## config.mk

```make
export PLATFORM = sky130hd
export DESIGN_NAME = uart_receiver
export DESIGN_NICKNAME = d
export VERILOG_FILES = /design/src/rtl/uart_receiver_pkg.sv /design/src/rtl/uart_receiver_sync.sv /design/src/rtl/uart_receiver.sv
export SDC_FILE = /design/constraint.sdc
export NUM_CORES = 1
export LEC_CHECK = 0
export CAP_MARGIN = 5
export CORE_MARGIN = 1.5
export CORE_UTILIZATION = 45
export DETAILED_ROUTE_END_ITERATION = 10
export PLACE_DENSITY_LB_ADDON = 0.12
export SLEW_MARGIN = 20
export SYNTH_ARGS = -nofsm -noshare
export SYNTH_HDL_FRONTEND = slang
export SYNTH_SLANG_ARGS = --single-unit
```

## constraint.sdc

```tcl
create_clock -name Clk -period 2.1 [get_ports Clk]
set_input_delay 0.42 -clock Clk [delete_from_list [all_inputs] [get_ports Clk]]
set_output_delay 0.42 -clock Clk [all_outputs]
set_load 0.005 [all_outputs]
```

## src/rtl/uart_receiver_pkg.sv

```systemverilog
// Shared UART definitions: receiver state encodings and the default baud constant.
// The transmitter is meant to reuse this package as well.
package uart_receiver_pkg;

  typedef enum logic [2:0] {
    UART_RX_IDLE      = 3'd0,
    UART_RX_START     = 3'd1,
    UART_RX_DATA      = 3'd2,
    UART_RX_STOP      = 3'd3,
    UART_RX_WAIT_HIGH = 3'd4
  } rx_state_e;

  // 50 MHz system clock at 115200 baud
  localparam int unsigned UART_CLKS_PER_BIT_115200 = 434;

  // Wide enough for the largest legal CLKS_PER_BIT (65535)
  localparam int unsigned UART_CNT_W = 16;

endpackage

```

## src/rtl/uart_receiver_sync.sv

```systemverilog
// Two-flop synchroniser for a single asynchronous input.
// Both flops reset to RESET_VAL so an idle-high line does not look like an edge.
module uart_receiver_sync #(
  parameter logic RESET_VAL = 1'b1
) (
  input  logic clk_i,
  input  logic rst_i,
  input  logic d_i,
  output logic q_o
);

  logic meta_q;
  logic sync_q;

  always_ff @(posedge clk_i) begin
    if (rst_i) begin
      meta_q <= RESET_VAL;
      sync_q <= RESET_VAL;
    end else begin
      meta_q <= d_i;
      sync_q <= meta_q;
    end
  end

  assign q_o = sync_q;

endmodule

```

## src/rtl/uart_receiver.sv

```systemverilog
// 8N1-style UART receiver: resynchronises Rx, recovers frames, and reports
// each good byte with a one-cycle DataValid strobe or a bad stop bit with FramingError.
module uart_receiver
  import uart_receiver_pkg::*;
#(
  parameter int unsigned CLKS_PER_BIT = UART_CLKS_PER_BIT_115200,
  parameter int unsigned DATA_BITS    = 8
) (
  input  logic                 Clk,
  input  logic                 Reset,
  input  logic                 Rx,
  output logic [DATA_BITS-1:0] Data,
  output logic                 DataValid,
  output logic                 FramingError,
  output logic                 Busy
);

  localparam int unsigned IDX_W = (DATA_BITS > 1) ? $clog2(DATA_BITS) : 1;

  localparam logic [UART_CNT_W-1:0] HALF_M1  = UART_CNT_W'(CLKS_PER_BIT / 2 - 1);
  localparam logic [UART_CNT_W-1:0] FULL_M1  = UART_CNT_W'(CLKS_PER_BIT - 1);
  localparam logic [IDX_W-1:0]      IDX_LAST = IDX_W'(DATA_BITS - 1);

  logic rxs;

  rx_state_e                state_q, state_d;
  logic [UART_CNT_W-1:0]    cnt_q,   cnt_d;
  logic [IDX_W-1:0]         idx_q,   idx_d;
  logic [DATA_BITS-1:0]     sh_q,    sh_d;
  logic [DATA_BITS-1:0]     data_q,  data_d;
  logic                     dv_q,    dv_d;
  logic                     fe_q,    fe_d;

  uart_receiver_sync #(
    .RESET_VAL(1'b1)
  ) u_sync (
    .clk_i(Clk),
    .rst_i(Reset),
    .d_i  (Rx),
    .q_o  (rxs)
  );

  always_ff @(posedge Clk) begin
    if (Reset) begin
      state_q <= UART_RX_IDLE;
      cnt_q   <= '0;
      idx_q   <= '0;
      sh_q    <= '0;
      data_q  <= '0;
      dv_q    <= 1'b0;
      fe_q    <= 1'b0;
    end else begin
      state_q <= state_d;
      cnt_q   <= cnt_d;
      idx_q   <= idx_d;
      sh_q    <= sh_d;
      data_q  <= data_d;
      dv_q    <= dv_d;
      fe_q    <= fe_d;
    end
  end

  always_comb begin
    state_d = state_q;
    cnt_d   = cnt_q;
    idx_d   = idx_q;
    sh_d    = sh_q;
    data_d  = data_q;
    dv_d    = 1'b0;
    fe_d    = 1'b0;

    case (state_q)
      UART_RX_IDLE: begin
        cnt_d = '0;
        if (!rxs) state_d = UART_RX_START;
      end

      // Mid-start-bit check rejects short glitches without flagging an error
      UART_RX_START: begin
        if (cnt_q == HALF_M1) begin
          cnt_d   = '0;
          idx_d   = '0;
          state_d = rxs ? UART_RX_IDLE : UART_RX_DATA;
        end else begin
          cnt_d = cnt_q + 1'b1;
        end
      end

      UART_RX_DATA: begin
        if (cnt_q == FULL_M1) begin
          cnt_d              = '0;
          sh_d               = sh_q >> 1;
          sh_d[DATA_BITS-1]  = rxs;
          idx_d              = idx_q + 1'b1;
          if (idx_q == IDX_LAST) state_d = UART_RX_STOP;
        end else begin
          cnt_d = cnt_q + 1'b1;
        end
      end

      // Leaving at mid-stop-bit gives half a bit of slack for the next start edge
      UART_RX_STOP: begin
        if (cnt_q == FULL_M1) begin
          cnt_d = '0;
          if (rxs) begin
            data_d  = sh_q;
            dv_d    = 1'b1;
            state_d = UART_RX_IDLE;
          end else begin
            fe_d    = 1'b1;
            state_d = UART_RX_WAIT_HIGH;
          end
        end else begin
          cnt_d = cnt_q + 1'b1;
        end
      end

      UART_RX_WAIT_HIGH: begin
        cnt_d = '0;
        if (rxs) state_d = UART_RX_IDLE;
      end

      default: state_d = UART_RX_IDLE;
    endcase
  end

  assign Data         = data_q;
  assign DataValid    = dv_q;
  assign FramingError = fe_q;
  assign Busy         = (state_q != UART_RX_IDLE);

endmodule

```

* Yosys cells after proc, flatten, opt, wreduce, memory -nomap -nowiden
Index checks and enable logic that the tools add are counted. Widths: inputs -> output; s select.
Storage, ports and cells: flip-flop bits (word level) 42, input port bits 3, output and inout port bits 11, word-level logic and storage cells 54
Operators by class: add/sub/neg operators 2, equal/unequal tests 13, muxes and demuxes 17, bitwise logic cells 2, reductions and logical operators 11
Operators by type and width (count):
- $pmux 16 s3 | 1
- $mux 16 | 2
- $mux 3 | 9
- $add 16x1->16 const B | 1
- $eq 16x8->1 const B | 1
- $eq 16x9->1 const B | 1
- $pmux 3 s5 | 1
- $ne 2x2->1 const B | 5
- $eq 3x2->1 const B | 2
- $eq 3x3->1 const B | 2
- $pmux 3 s2 | 1
- $reduce_and 3->1 | 2
- $reduce_and 6->1 | 1
- $reduce_bool 3->1 | 2
- $reduce_or 2->1 | 2
- $add 3x1->3 const B | 1
- $eq 3x1->1 const B | 1
- $logic_not 3->1 | 1
- $reduce_or 3->1 | 1
- $mux 1 | 2
- $mux 2 | 1
- $ne 2x1->1 const B | 1
- $not 1->1 | 2
- $reduce_and 2->1 | 1
- $reduce_bool 2->1 | 1

* Longest topological paths before layout
Gate-level depths: netlist of run 1.
word-level depth 4, gate-level depth with buffers 8, mapped depth without buffers 7

* Modules after synthesis
Synthesis of run 1 repeated with hierarchy kept, for this count alone.
Unflattened totals: cells, all modules 210, area total of the unflattened synthesis 1931.9 sq um
By module, submodules not included:
- uart_receiver | instances 1, cells each 206, area each 1879.3 sq um, sequential area each 800.8 sq um
- uart_receiver_sync | instances 1, cells each 4, area each 52.6 sq um, sequential area each 40.0 sq um

* Worst setup path before layout of run 1
OpenSTA, ideal clock, no wires.
kind register to register, from register cnt_q[12], to register cnt_q[7], library setup time 0.115 ns, arrival 1.681 ns, data required time 1.985 ns, slack 0.304 ns, stages on the path, launching flop included 7, buffers on the path 1, clock period less this slack 1.796 ns, cell sequence dfxtp_1 or4_4 nor4_4 a21oi_1 nand2_2 buf_6 nor2_2
On the way: word-level cells in the longest chain between the ends 3, elaborated cells between the ends (all ways) 5, classes of those cells 2 x eq/ne; 3 x mux
Ends and longest elaborated chain:
- start, declared | RTL line uart_receiver.sv:27 | logic [UART_CNT_W-1:0] cnt_q, cnt_d;
- start signal, assigned | RTL line uart_receiver.sv:54 | cnt_q <= cnt_d;
- $eq 16x9->1 / $eq 16x8->1 (equally long branches) | RTL line uart_receiver.sv:90, uart_receiver.sv:103, uart_receiver.sv:80
- $mux 16, on equally long branches | RTL line uart_receiver.sv:90, uart_receiver.sv:103, uart_receiver.sv:80
- $pmux 16 s3 (*) | RTL line uart_receiver.sv:72 | case (state_q)
Mark *: on every way between the ends. The rest lies on a longest branch, timed or not. A chain may end at the register's enable or synchronous reset.

* Worst setup path after layout of run 1
from register state_q[1], to output port Busy
On the way: word-level cells in the longest chain between the ends 1
Ends and longest elaborated chain:
- start, declared | RTL line uart_receiver.sv:26 | rx_state_e state_q, state_d;
- start signal, assigned | RTL line uart_receiver.sv:53 | state_q <= state_d;
- $reduce_bool 3->1 | RTL line uart_receiver.sv:130 | assign Busy = (state_q != UART_RX_IDLE);
- end, declared | RTL line uart_receiver.sv:15 | output logic Busy
Every way passes these cells.

==> results.sh, run 1 <==
export IMPL_outcome="completed"
export IMPL_path_class="reg2out"
export IMPL_regArea_um2=842
export IMPL_min_period_ps=1950
export IMPL_combPwrFrac_pct=2.6
export IMPL_pin_count=14
export IMPL_drt_total_wl_mm=3.79
export IMPL_hpwlAfterDp_mm=2.64
export IMPL_synth_edff_count=0
export IMPL_drive_above_1_share_pct=16.3
export IMPL_maxSlewHeadroom_pct=69.4
export IMPL_vias_per_cell=5.35
export IMPL_nets=240
export IMPL_die_y_um=68.6
export IMPL_die_area_um2=4700
export IMPL_cp_start_kind="register"
export IMPL_reg2reg_slack_ps=180
export IMPL_drt_initial_drc_count=120
export IMPL_power_density_nw_per_um2=626
export IMPL_drv_cap=0
export IMPL_timing_fmax_mhz=513
export IMPL_syn_nets=225
export IMPL_syn_area_um2=1940
export IMPL_critPathTopFamily="flip-flops"
export IMPL_ant_nets=0
export IMPL_clkTransAtPathRegs_ps=80
export IMPL_drt_first_pass_iters=4
export IMPL_antenna_found_initial=0
export IMPL_leakage_nw=0.820
export IMPL_yosysSeqAreaShare_pct=43.4
export IMPL_placed_area_um2=2110
export IMPL_crit_arrival_ps=1530
export IMPL_fill_cells=374
export IMPL_cp_max_fo=10
export IMPL_die_x_um=68.6
export IMPL_setup_viol=0
export IMPL_p_int_mw=1.08
export IMPL_finClkSkew_ps=7.23
export IMPL_yosysUniqueCellTypes=43
export IMPL_ctsLongestPathBuffers=2
export IMPL_slowest_stage="dfxtp_1"
export IMPL_cts_made_buffers=5
export IMPL_rows=23
export IMPL_fin_tns_setup_ps=0
export IMPL_p_sw_mw=0.311
export IMPL_wl_per_cell_um=13.4
export IMPL_rsz0062_at_grt="false"
export IMPL_ys_flop_type="dfxtp_1"
export IMPL_cp_buffers_inverters=1
export IMPL_grt_max_degree=32
export IMPL_yosysWarnings=0
export IMPL_place_port_buffers=13
export IMPL_overflow=0
export IMPL_grt_pass1_wl_mm=6.31
export IMPL_start_util_pct=47.7
export IMPL_synth_seq_cells=42
export IMPL_synthArstFlopShare_pct=0
export IMPL_tightest_slew_ps=457
export IMPL_hp_class="reg2reg"
export IMPL_seq_power_share_pct=58.1
export IMPL_power_total_mw=1.39
export IMPL_final_area_um2=2220
export IMPL_cts_sinks=42
export IMPL_crit_chain="nor2_1 > nand2_1 > clkdlybuf4s50_1"
export IMPL_drv_slew=0
export IMPL_clk_latency_ps=290
export IMPL_cts_root_buf="clkbuf_8"
export IMPL_vias=1515
export IMPL_switching_share_pct=22.4
export IMPL_cts_max_level=2
export IMPL_ir_worst_vdd_uv=372
export IMPL_post_route_period_util_pct=92.9
export IMPL_coreArea_um2=4060
export IMPL_multi_input_area_um2=1040
export IMPL_synth_area_per_cell_um2=8.92
export IMPL_p_clk_share_pct=39.4
export IMPL_syn_inst=217
export IMPL_antenna_cells=0
export IMPL_gp_congestion=0.910
export IMPL_cp_end_kind="output pin"
export IMPL_required_ps=1680
export IMPL_syn2layout_area_growth_pct=14.5
export IMPL_grt_usage_pct=17.9
export IMPL_cts_tree="yes"
export IMPL_grt_pass1_vias=1404
export IMPL_cpPeakStageDelay_ps=520
export IMPL_remaining_drc_errors=0
export IMPL_hold_viol=0
-- layout make-up --
class / instances / area share [%]
Multi-Input combinational cell: 162 / 47.0
Clock buffer: 6 / 3.72
Clock inverter: 2 / 0.564
Timing Repair Buffer: 17 / 7.22
Inverter: 4 / 0.677
Sequential cell: 42 / 38.0
Tap cell: 50 / 2.82
-- repair_timing --
item | in CTS | in global routing
hold buffers | 0 | 0
endpoints found under the setup margin | 0 | 5
resized for setup | 0 | 3
setup buffers | 0 | 0
-- placed cells by master (no fill, tap or decap), types with 2 or more instances in the layout --
cell type        Yosys  layout
clkdlybuf4s50_1      0      13
buf_4                0       4
ha_1                 5       5
or4_4                2       2
nand4_1              5       5
dfxtp_1             42      41
nor3b_1              2       2
mux2i_1              8       8
nor2_1              21      21
xnor2_1              2       2
a21oi_1             18      18
nor2_2              10      10
or2_2                2       2
xor2_1              10      10
nand2_1             29      29
nor3_2               2       2
inv_1                4       4
nand2b_1             3       3
and3_1               6       5
clkbuf_8             0       6
nand3_1             12      12
nand4b_1             2       2
nor2b_1              2       2
-- Yosys cell counts (2+ instances only) --
master	n	area [um^2]
dfxtp_1	42	841
nand2_1	29	109
nor2_1	21	78.8
a21oi_1	18	90.1
nand3_1	12	60.1
nor2_2	10	62.6
xor2_1	10	87.6
mux2i_1	8	80.1
and3_1	6	37.5
clkbuf_1	6	22.5
ha_1	5	62.6
nand4_1	5	31.3
inv_1	4	15.0
nand2b_1	3	18.8
buf_2	2	10.0
nand2_2	2	12.5
nand4b_1	2	17.5
nor2b_1	2	12.5
nor3_2	2	20.0
nor3b_1	2	15.0
or2_2	2	12.5
or4_4	2	22.5
xnor2_1	2	17.5
-- kinds of logic (layout without fill, tap and decap cells) --
kind of cell | Yosys count | after routing | synth area share (%)
DFF | 42 | 42 | 43.4
adders and majority gates | 5 | 5 | 3.23
muxes | 8 | 8 | 4.14
AOI/OAI and AO/OA | 26 | 26 | 8.15
buffers and inverters | 13 | 29 | 3.04
and+or+nand+nor | 111 | 111 | 32.6
xor gates and xnor gates | 12 | 12 | 5.43
-- state kept, by name (all words and copies together), names as in the netlist --
name / flops
cnt_q: 16
sh_q: 8
u_sync.meta_q: 1
FramingError: 1
u_sync.q_o: 1
state_q: 3
Data: 8
DataValid: 1
idx_q: 3
-- path summary, 6_finish.rpt --
kind	from	end	cells after the start
setup reg to reg	cnt_q[2]	cnt_q[4]	5
hold / removal	u_sync.meta_q	u_sync.q_o	1
hold reg to reg	u_sync.meta_q	u_sync.q_o	1
setup / recovery	state_q[1]	Busy	3
-- power by group through the flow --
stage | logic, mW | registers (mW) | clock network [mW]
after global routing | 0.0399 | 0.807 | 0.588
after global placement | 0.0343 | 0.824 | 0
after CTS | 0.0354 | 0.805 | 0.553
after floorplan | 0.0272 | 0.820 | 0
after detailed placement | 0.0351 | 0.824 | 0
final | 0.0357 | 0.806 | 0.546
-- per-layer routing --
| layer | up-vias | routed length (um) | track usage [%] |
|---|---|---|---|
| li1 | 770 | - | - |
| met1 | 716 | 1860 | 22.5 |
| met2 | 24 | 1760 | 28.8 |
| met3 | 5 | 129 | 4.38 |
| met4 | 0 | 46 | 8.00 |
| met5 | - | 0 | 0 |
-- stage by stage --
stage          std cells  hold WS [ps]  utilization, %  setup slack [ps]
6_report             283           426            54.6               149
5_1_grt              283           433            54.6              31.6
4_1_cts              283           429            54.5              72.5
3_5_place_dp         275           407            52.1              95.9
3_3_place_gp         275           401            52.1               179
2_1_floorplan        217           389               -               304
Power figures use the tool's default switching activity.
==> inputs of run 2 (changes only) <==
--- a/config.mk
+++ b/config.mk
@@ -6,8 +6,10 @@
 export NUM_CORES = 1
 export LEC_CHECK = 0
 export CAP_MARGIN = 5
+export CELL_PAD_IN_SITES_DETAIL_PLACEMENT = 0
+export CELL_PAD_IN_SITES_GLOBAL_PLACEMENT = 1
 export CORE_MARGIN = 1.5
-export CORE_UTILIZATION = 45
+export CORE_UTILIZATION = 44
 export DETAILED_ROUTE_END_ITERATION = 10
 export PLACE_DENSITY_LB_ADDON = 0.12
 export SLEW_MARGIN = 20
==> run 2 against run 1 <==
  * Clock power grew 14%
  * Worst hold slack worse by 14 ps
  * Core utilization rose by 0.33 points
  * Sequential power hardly changed
  * Non-clock buffer count rose by 4
  * Sequential share of layout area fell by 0.81 points
  * Critical path type unchanged
  * Critical path depth stayed put
  * Total power rose by 6.0%
  * Clock skew is 1.3 ps lower
==> results.sh, run 2 (synthesized netlist as in run 1, its figures left out) <==
export IMPL_place_port_buffers=13
export IMPL_post_route_period_util_pct=94.3
export IMPL_largest_reg_flops=16
export IMPL_ctsHoldBuffers=0
export IMPL_grt_max_degree=23
export IMPL_power_total_mw=1.47
export IMPL_placedCellCount=278
export IMPL_coreArea_um2=4120
export IMPL_top_register="cnt_q"
export IMPL_vias_per_cell=5.42
export IMPL_cts_root_buf="clkbuf_8"
export IMPL_pre_cts_ws_ps=81.4
export IMPL_cts_tree="yes"
export IMPL_syn2layout_area_growth_pct=16.9
export IMPL_final_common_cell="dfxtp_1"
export IMPL_hpwlAfterDp_mm=2.72
export IMPL_rows=23
export IMPL_hp_class="reg2reg"
export IMPL_fin_tns_setup_ps=0
export IMPL_grt_pass1_vias=1548
export IMPL_rsz0062_at_grt="false"
export IMPL_ant_nets=0
export IMPL_remaining_drc_errors=0
export IMPL_drv_slew=0
export IMPL_antenna_found_initial=0
export IMPL_grt_pass1_wl_mm=7.09
export IMPL_path_class="reg2out"
export IMPL_critPathLaunch="state_q[2]"
export IMPL_drv_cap=0
export IMPL_overflow=0
export IMPL_required_ps=1680
export IMPL_fin_ws_ps=119
export IMPL_die_x_um=69.3
export IMPL_maxSlewHeadroom_pct=68.4
export IMPL_timing_fmax_mhz=505
export IMPL_ctsLongestPathBuffers=2
export IMPL_drt_initial_drc_count=80
export IMPL_setup_viol=0
export IMPL_drt_first_pass_iters=4
export IMPL_vias=1562
export IMPL_final_cells=288
export IMPL_grt_usage_pct=17.8
export IMPL_cts_sinks=42
export IMPL_hold_start="u_sync.meta_q"
export IMPL_min_period_ps=1980
export IMPL_drive_above_1_share_pct=16.4
export IMPL_fin_util_pct=55.0
export IMPL_cts_max_level=2
export IMPL_crit_arrival_ps=1560
export IMPL_clkTransAtPathRegs_ps=80
export IMPL_final_cell_mix="dfxtp_1 (42), nand2_1 (29), nor2_1 (21)"
export IMPL_pin_count=14
export IMPL_tightest_slew_ps=472
export IMPL_hold_slack_ps=412
export IMPL_leakage_nw=0.846
export IMPL_finClkSkew_ps=5.98
export IMPL_gp_congestion=0.836
export IMPL_cp_start_kind="register"
export IMPL_final_area_um2=2260
export IMPL_ir_worst_vdd_uv=409
export IMPL_die_area_um2=4810
export IMPL_drt_total_wl_mm=3.89
export IMPL_cp_max_fo=10
export IMPL_clk_latency_ps=300
export IMPL_hold_viol=0
export IMPL_r2r_start="cnt_q[2]"
export IMPL_wl_per_cell_um=13.5
export IMPL_cts_made_buffers=5
export IMPL_power_density_nw_per_um2=650
export IMPL_placed_area_um2=2140
export IMPL_start_util_pct=47.0
export IMPL_outcome="completed"
export IMPL_cp_end_kind="output pin"
export IMPL_antenna_cells=0
export IMPL_die_y_um=69.3
export IMPL_nets=245
[run 2: per-layer routing]
layer | wire [um] | GRT usage (%)
met2 | 1680 | 26.0
met5 | 0 | 0
met3 | 177 | 5.52
met4 | 85 | 7.41
met1 | 1950 | 24.5
[run 2: cell type report]
cell class / count / area (um^2)
multi-input combinational: 163 / 1050
inverter: 4 / 15.0
clock inverter: 1 / 30.0
tap: 50 / 62.6
fill: 383 / 1850
clock buffer: 7 / 76.3
sequential: 42 / 841
timing repair buffer: 21 / 190
[run 2: what timing repair did]
item	in CTS	in global routing
resized for setup	0	1
setup buffers	0	1
setup endpoints to repair	0	12
[run 2: report_power, final]
group / switching [mW] / internal, mW
logic: 0.0269 / 0.0167
clock network: 0.269 / 0.356
registers: 0.00377 / 0.799
[run 2: worst max-delay path: stages, from the launching register on]
cell and delay, ps:
dfxtp_1 540, nor2_1 140, nand2_1 100, clkdlybuf4s50_1 490
[run 2: path summary, 6_finish.rpt]
check                                  end  slack, ps  depth (start not counted)
worst max-delay path                  Busy        120                          3
worst min-delay path            u_sync.q_o        410                          1
worst max register to register    cnt_q[7]        130                          5
worst min register to register  u_sync.q_o        410                          1
